[config.mk]
export PLATFORM = sky130hd
export DESIGN_NAME = ekf_update_seq
export DESIGN_NICKNAME = d
export VERILOG_FILES = /design/src/rtl/ekf_update_seq.sv
export SDC_FILE = /design/constraint.sdc
export NUM_CORES = 1
export LEC_CHECK = 0
export BUFFER_PORTS_ARGS = -buffer_cell sky130_fd_sc_hd__buf_2
export CAP_MARGIN = 20
export CORE_AREA = 2 2 540 542
export CTS_BUF_LIST = sky130_fd_sc_hd__clkbuf_16
export DETAILED_ROUTE_END_ITERATION = 7
export DIE_AREA = 0 0 542 544
export PLACE_DENSITY = 0.37
export SYNTH_ARGS = -nofsm -noshare
export SYNTH_HDL_FRONTEND = slang
export SYNTH_SLANG_ARGS = --single-unit
[constraint.sdc]
create_clock -name clk_i -period 2.35 [get_ports clk_i]
set_input_delay 0.3525 -clock clk_i [delete_from_list [all_inputs] [get_ports clk_i]]
set_output_delay 0.3525 -clock clk_i [all_outputs]
set_load 0.01 [all_outputs]
[src/rtl/ekf_update_seq.sv]
// Sequencer around the combinational EKF update datapath: registers operands, waits a settle window, captures Xf/Pf.
// Optional posterior-to-prior feedback is enabled by defining EKF_SEQ_FEEDBACK_EN.
module ekf_update_seq #(
  parameter int unsigned SETTLE_CYC = 4,
  parameter int unsigned FRAC_SHIFT = 0
) (
  input  logic         clk_i,
  input  logic         rst_ni,
  input  logic         init_valid_i,
  input  logic [95:0]  init_xr_i,
  input  logic [95:0]  init_xi_i,
  input  logic         meas_valid_i,
  output logic         meas_ready_o,
  input  logic [47:0]  meas_zr_i,
  input  logic [47:0]  meas_zi_i,
  output logic [95:0]  dp_xr_o,
  output logic [95:0]  dp_xi_o,
  output logic [47:0]  dp_zr_o,
  output logic [47:0]  dp_zi_o,
  input  logic [191:0] dp_xf_i,
  input  logic [191:0] dp_pf_i,
  output logic         out_valid_o,
  input  logic         out_ready_i,
  output logic [191:0] out_xf_o,
  output logic [191:0] out_pf_o,
  output logic         busy_o,
  output logic [15:0]  upd_count_o
);

  if (SETTLE_CYC < 1 || SETTLE_CYC > 255 || FRAC_SHIFT > 16) begin : g_bad_param
    $error("ekf_update_seq: SETTLE_CYC must be 1..255 and FRAC_SHIFT 0..16");
  end

  localparam logic [7:0] CNT_INIT = 8'(SETTLE_CYC - 1);

  typedef enum logic [1:0] {IDLE, SETTLE, OUTPUT} state_t;

  state_t         state_q;
  logic           loaded_q;
  logic [7:0]     cnt_q;
  logic [95:0]    dp_xr_q, dp_xi_q;
  logic [47:0]    dp_zr_q, dp_zi_q;
  logic           out_valid_q;
  logic [191:0]   out_xf_q, out_pf_q;
  logic [15:0]    upd_count_q;
  logic [15:0]    upd_count_d;

`ifdef EKF_SEQ_FEEDBACK_EN
  // Posterior real part, rescaled and clamped to the 16b prior format.
  logic [95:0] fb_x_d;
  for (genvar gi = 0; gi < 6; gi++) begin : g_fb
    logic signed [31:0] xf_s;
    assign xf_s = $signed(out_xf_q[32*gi +: 32]) >>> FRAC_SHIFT;
    assign fb_x_d[16*gi +: 16] = (xf_s > 32'sd32767)  ? 16'h7fff :
                                 (xf_s < -32'sd32768) ? 16'h8000 : xf_s[15:0];
  end
`endif

  assign upd_count_d  = upd_count_q + 16'd1;
  assign meas_ready_o = (state_q == IDLE) && loaded_q && !init_valid_i;

  always_ff @(posedge clk_i or negedge rst_ni) begin
    if (!rst_ni) begin
      state_q     <= IDLE;
      loaded_q    <= 1'b0;
      cnt_q       <= '0;
      dp_xr_q     <= '0;
      dp_xi_q     <= '0;
      dp_zr_q     <= '0;
      dp_zi_q     <= '0;
      out_valid_q <= 1'b0;
      out_xf_q    <= '0;
      out_pf_q    <= '0;
      upd_count_q <= '0;
    end else begin
      case (state_q)
        IDLE: begin
          // A prior load takes precedence over a simultaneous measurement.
          if (init_valid_i) begin
            dp_xr_q  <= init_xr_i;
            dp_xi_q  <= init_xi_i;
            loaded_q <= 1'b1;
          end else if (meas_valid_i && loaded_q) begin
            dp_zr_q <= meas_zr_i;
            dp_zi_q <= meas_zi_i;
            cnt_q   <= CNT_INIT;
            state_q <= SETTLE;
          end
        end
        SETTLE: begin
          if (cnt_q == 8'd0) begin
            out_xf_q    <= dp_xf_i;
            out_pf_q    <= dp_pf_i;
            out_valid_q <= 1'b1;
            state_q     <= OUTPUT;
          end else begin
            cnt_q <= cnt_q - 8'd1;
          end
        end
        OUTPUT: begin
          if (out_ready_i) begin
            out_valid_q <= 1'b0;
            upd_count_q <= upd_count_d;
`ifdef EKF_SEQ_FEEDBACK_EN
            dp_xr_q     <= fb_x_d;
            dp_xi_q     <= fb_x_d;
`endif
            state_q     <= IDLE;
          end
        end
        default: state_q <= IDLE;
      endcase
    end
  end

  assign dp_xr_o     = dp_xr_q;
  assign dp_xi_o     = dp_xi_q;
  assign dp_zr_o     = dp_zr_q;
  assign dp_zi_o     = dp_zi_q;
  assign out_valid_o = out_valid_q;
  assign out_xf_o    = out_xf_q;
  assign out_pf_o    = out_pf_q;
  assign busy_o      = (state_q != IDLE);
  assign upd_count_o = upd_count_q;

endmodule
# Yosys cells after proc, flatten, opt, wreduce, memory -nomap -nowiden
# Cells that the tools add are included.
totals:
  regBits: 700
  input_bits: 677
  output_inout_bits: 691
  word_cells: 49
classes:
  n_addsub: 2
  n_eq_ne: 7
  muxes: 12
  bitwise_logic: 1
  n_reduce_logical: 16
ops:
  columns: ["operator", "n"]
  rows:
  - ["8-bit two-way mux", 3]
  - ["16-bit by 1-bit adder with 16-bit output (second input constant)", 1]
  - ["8-bit case mux with 2 select lines", 1]
  - ["8-bit logical NOT", 1]
  - ["2-bit two-way mux", 4]
  - ["2-bit != test (second input constant)", 4]
  - ["4-bit AND reduction", 2]
  - ["8-bit by 1-bit subtractor with 8-bit output (second input constant)", 1]
  - ["2-bit case mux with 3 select lines", 1]
  - ["2-bit AND reduction", 3]
  - ["3-bit AND reduction", 2]
  - ["2-bit nonzero test", 3]
  - ["1-bit logical AND", 3]
  - ["2-bit by 1-bit == test with 1-bit output (second input constant)", 1]
  - ["2-bit == test (second input constant)", 1]
  - ["2-bit logical NOT", 1]
  - ["1-bit two-way mux", 2]
  - ["2-bit by 1-bit != test with 1-bit output (second input constant)", 1]
  - ["1-bit case mux with 2 select lines", 1]
  - ["1-bit logical NOT", 1]
  - ["1-bit inverter", 1]

# Logic depth before layout (Yosys ltp)
depth:
  depth_word: 4
  ltp_mapped: 7

# Worst setup path after synthesis
# OpenSTA, ideal clock, no wires.
synth_timing:
  path_kind: "register to register"
  startpoint: "register cnt_q[0]"
  endpoint: "register out_xf_q[153] (netlist: out_xf_o[153])"
  setup_time_ns: 0.128
  arrival_ns: 1.747
  required_time_ns: 2.222
  slack_ns: 0.475
  stages_incl_launch_ff: 8
  path_buffers: 2
  synth_period_minus_slack_ns: 1.875
  cell_sequence: "dfrtp_1 inv_1 ha_1 nor3b_1 nand3_4 buf_4 buf_4 mux2_1"
synth_via:
  elab_chain_cells: 2
synth_lines:
  columns: ["element", "line_no", "text"]
  rows:
  - ["from (decl)", "40", "logic [7:0] cnt_q;"]
  - ["from (signal assigned)", "97", "cnt_q <= cnt_q - 8'd1;"]
  - ["8-bit logical NOT", "91", "if (cnt_q == 8'd0) begin"]
  - ["2-bit AND reduction (no line)", null, null]
  - ["to (signal assigned)", "92", "out_xf_q <= dp_xf_i;"]
  - ["to (decl)", "44", "logic [191:0] out_xf_q, out_pf_q;"]
# Every way passes these cells.
# A chain may end at the register's enable or synchronous reset.

# Final worst setup path
layout_timing:
  startpoint: "register cnt_q[0]"
  endpoint: "register out_xf_q[140] (netlist: out_xf_o[140])"
# Same word-level chain as after synthesis.

==> summary.txt <==
Power
  • Lkg Pwr: around 22 nW
  • VDD IR-drop max: 0.775 mV
  • Pwr/cell area: around 1200 nW/um2
  • Tot Pwr: roughly 58 mW

Hold path
  • Worst Hold Launch: meas_zr_i[43]
  • Hold WC Path Type: input pin to register

Final layout
  • Area of the multi-input gates: 8250 um2
  • Fin util: between 15 and 20%
  • Layout Area Growth over Synthesis: 82.6%
  • Finished Layout Cells: a little under 8000
  • Layout cells sized above 1: between 40% and 50%
  • Commonest non-fill, non-tap cell in the layout: buf_2
  • Final Instance Area: about 48000 um2
  • Layout Nets: 4568
  • Number of fill cells: 32300
  • Register Area: roughly 18000 um2
  • Most frequent cells in the layout: buf_2 (1366), dfrtp_1 (700), dlygate4sd3_1 (675), mux2_1 (338), nand2_1 (301)

Worst setup path
  • Critical Path End Type: register
  • Worst Setup SP: cnt_q[0]
  • CP max-delay cell: dfrtp_1
  • Reg-to-Reg Start: cnt_q[0]
  • Max incr delay on CP: about 0.38 ns
  • Critical path arrival: 2.94 ns
  • Worst path required time: ~3.0 ns
  • Cell Chain, Critical Path: inv_1 > ha_1 > nor3b_1 > buf_4 > nand3_4 > buf_12 > buf_12 > buf_4 > mux2_1
  • CP startpoint kind: register
  • Crit-path max FO: 37
  • Setup CP Type: register to register

GRT
  • Largest net degree at the start of global routing: 92
  • Initial antenna violation count: 54
  • First-pass GRT wire length: about 210000 um
  • GRT Resource Usage Total: between 10% and 20%
  • Vias in the first global route: about 25000
  • Overflow after GRT: 0

CTS
  • CTS tree: done
  • Clock Latency Late Sink: approximately 0.8 ns
  • Clock Tree Buf Depth: 4
  • Clk pin slew, worst setup/hold paths: 0.06 ns
  • Total CTS buffers: between 90 and 100
  • Root buffer cell: clkbuf_16
  • H-tree depth: 3
  • Sink Count: 700

Timing
  • Worst Setup Slack, final: about 0.058 ns
  • Final period util: between 90% and 100%
  • Unrepaired setup endpoints after global routing: yes
  • Worst Skew: about 0.03 ns
  • Final Hold Slack: 0.299 ns
  • Setup TNS Final: 0 ns
  • Max Fclk: 0.436 GHz
  • Slew Viols, Final: 0
  • Post-layout min period: ~2.3 ns
  • Final setup violation count: 0
  • Slew headroom: between 60% and 70%
  • Worst-margin pin slew: approximately 0.51 ns
  • Endpoints failing hold: 0

Route
  • WL/cell: slightly above 20 um
  • Number of DRC markers in iteration 0: 990
  • Vias per cell: 2.96
  • Aggregate routed wire length: ~160000 um
  • Antenna viol nets, final: 0
  • Drt pass-1 iters: 5
  • Total number of vias: 23100
  • Residual DRC: 0

Die
  • Core box area: 289000 um2
  • Num ports: about 1400
  • Die height: 544 um
  • Die width: between 500 and 600 um
  • Initial Util: 9.08%
  • Die area: just under 300000 um2
  • Site row count: around 200

Logic synthesis
  • Synthesized area per cell: between 10 and 15 um2
  • Seq/Total Area, Yosys: 66.7%
  • Ys flop type: dfrtp_1
  • Asr flop ratio synth: 100%
  • Yosys cell types: 39
  • Synthesized netlist net count: between 2000 and 2500
  • Synthesized flop and latch total: 700
  • Post-synth EDFFs: 0
  • Netlist Area Pre-Place: 26300 um2
  • Warnings, synthesis: 0
  • Cells after Synth: about 1800

Placed design
  • Pre-CTS setup slack: about 0.024 ns
  • RD Place Congestion: just under 0.9
  • PortBufs: about 1400
  • Area of placed instances: between 30000 and 40000 um2
  • Detailed Place HPWL: roughly 140000 um
  • Placed instance count: ~7000

Run status
  • Status: finished clean

Run
  • Max-cap violation count: 0
## flip-flops by register name, indices dropped and copies added, names as in the netlist
name	cells
out_valid_o	1
state_q	2
cnt_q	8
out_pf_o	192
upd_count_o	16
dp_zi_o	48
out_xf_o	192
dp_xi_o	96
dp_zr_o	48
dp_xr_o	96
loaded_q	1
## area by class of cell
type	count	share of cell area (%)
sequential	700	36.5
clock buffer	92	4.80
tap	3800	9.91
timing repair buffer	2130	30.3
clock inverter	70	1.06
multi-input combinational	960	17.2
antenna	35	0.183
inverter	4	0.0313
## cells in the mapped netlist (all sizes together), types with 2 or more instances
master,count,area (um2)
xor2,7,61.3
buf,66,427
or3,3,18.8
nor2,9,33.8
xnor2,10,87.6
a21oi,2,10.0
and3,5,31.3
nor3b,2,15.0
o21ai,5,25.0
nor3,2,10.0
inv,4,15.0
nand2,302,1130
and3b,2,17.5
ha,3,37.5
clkbuf,21,80.1
nand4,4,25.0
mux2,578,6510
dfrtp,700,17500
and2,3,18.8
o211ai,5,37.5
and4,2,17.5
nand3,5,37.5
## power by group
group          switching [mW]  internal [mW]  total (mW)  leakage [nW]
registers                3.86           18.1        21.9          8.29
logic                    13.2           9.37        22.5          12.2
clock network            5.78           7.65        13.4          1.47
total                    22.8           35.1        57.9          22.0
## routing by layer
layer	track usage, %	wire (um)	vias up
met4	3.78	5900	28
li1	-	-	10300
met1	11.6	61200	11300
met2	16.9	73500	1176
met5	0.292	297	-
met3	5.93	21100	222
## repair_timing
item                       in CTS  in global routing
setup buffers                   1                  1
setup endpoints to repair       1                 45
hold endpoints to repair     1097                  0
gates resized for setup         6                  2
pin swaps                       0                  2
hold buffers                  675                  0
## worst paths after layout
check	to	slack, ns	cells after the start
worst min register to register	dp_zi_o[3]	0.47	2
worst max register to register	out_xf_o[140]	0.06	9
worst min-delay path	dp_zr_o[43]	0.30	4
min in group asynchronous	out_valid_o	0.34	3
max in group asynchronous	dp_zr_o[3]	1.30	3
worst max-delay path	out_xf_o[140]	0.06	9
## critical path, delay by kind of cell, from the launching register on
| kind | cells | cell delay, ns |
|---|---|---|
| simple gates | 2 | 0.28 |
| flops | 1 | 0.38 |
| fa+ha+maj | 1 | 0.18 |
| mux | 1 | 0.32 |
| buf+inv | 5 | 0.88 |
## cells by family (layout without fill, tap and decap cells)
logic type	count (synthesis)	count (layout)	share of synthesized area (%)
AO/OA/AOI/OAI	13	13	0.310
XOR/XNOR	17	17	0.567
adder cells (fa/ha/maj)	3	3	0.143
buffers and inverters	91	2296	1.99
flip-flops	700	700	66.7
multiplexers	578	578	24.8
other	0	35	0
AND/OR/NAND/NOR	349	349	5.52
(Power assumes the default switching activity.)
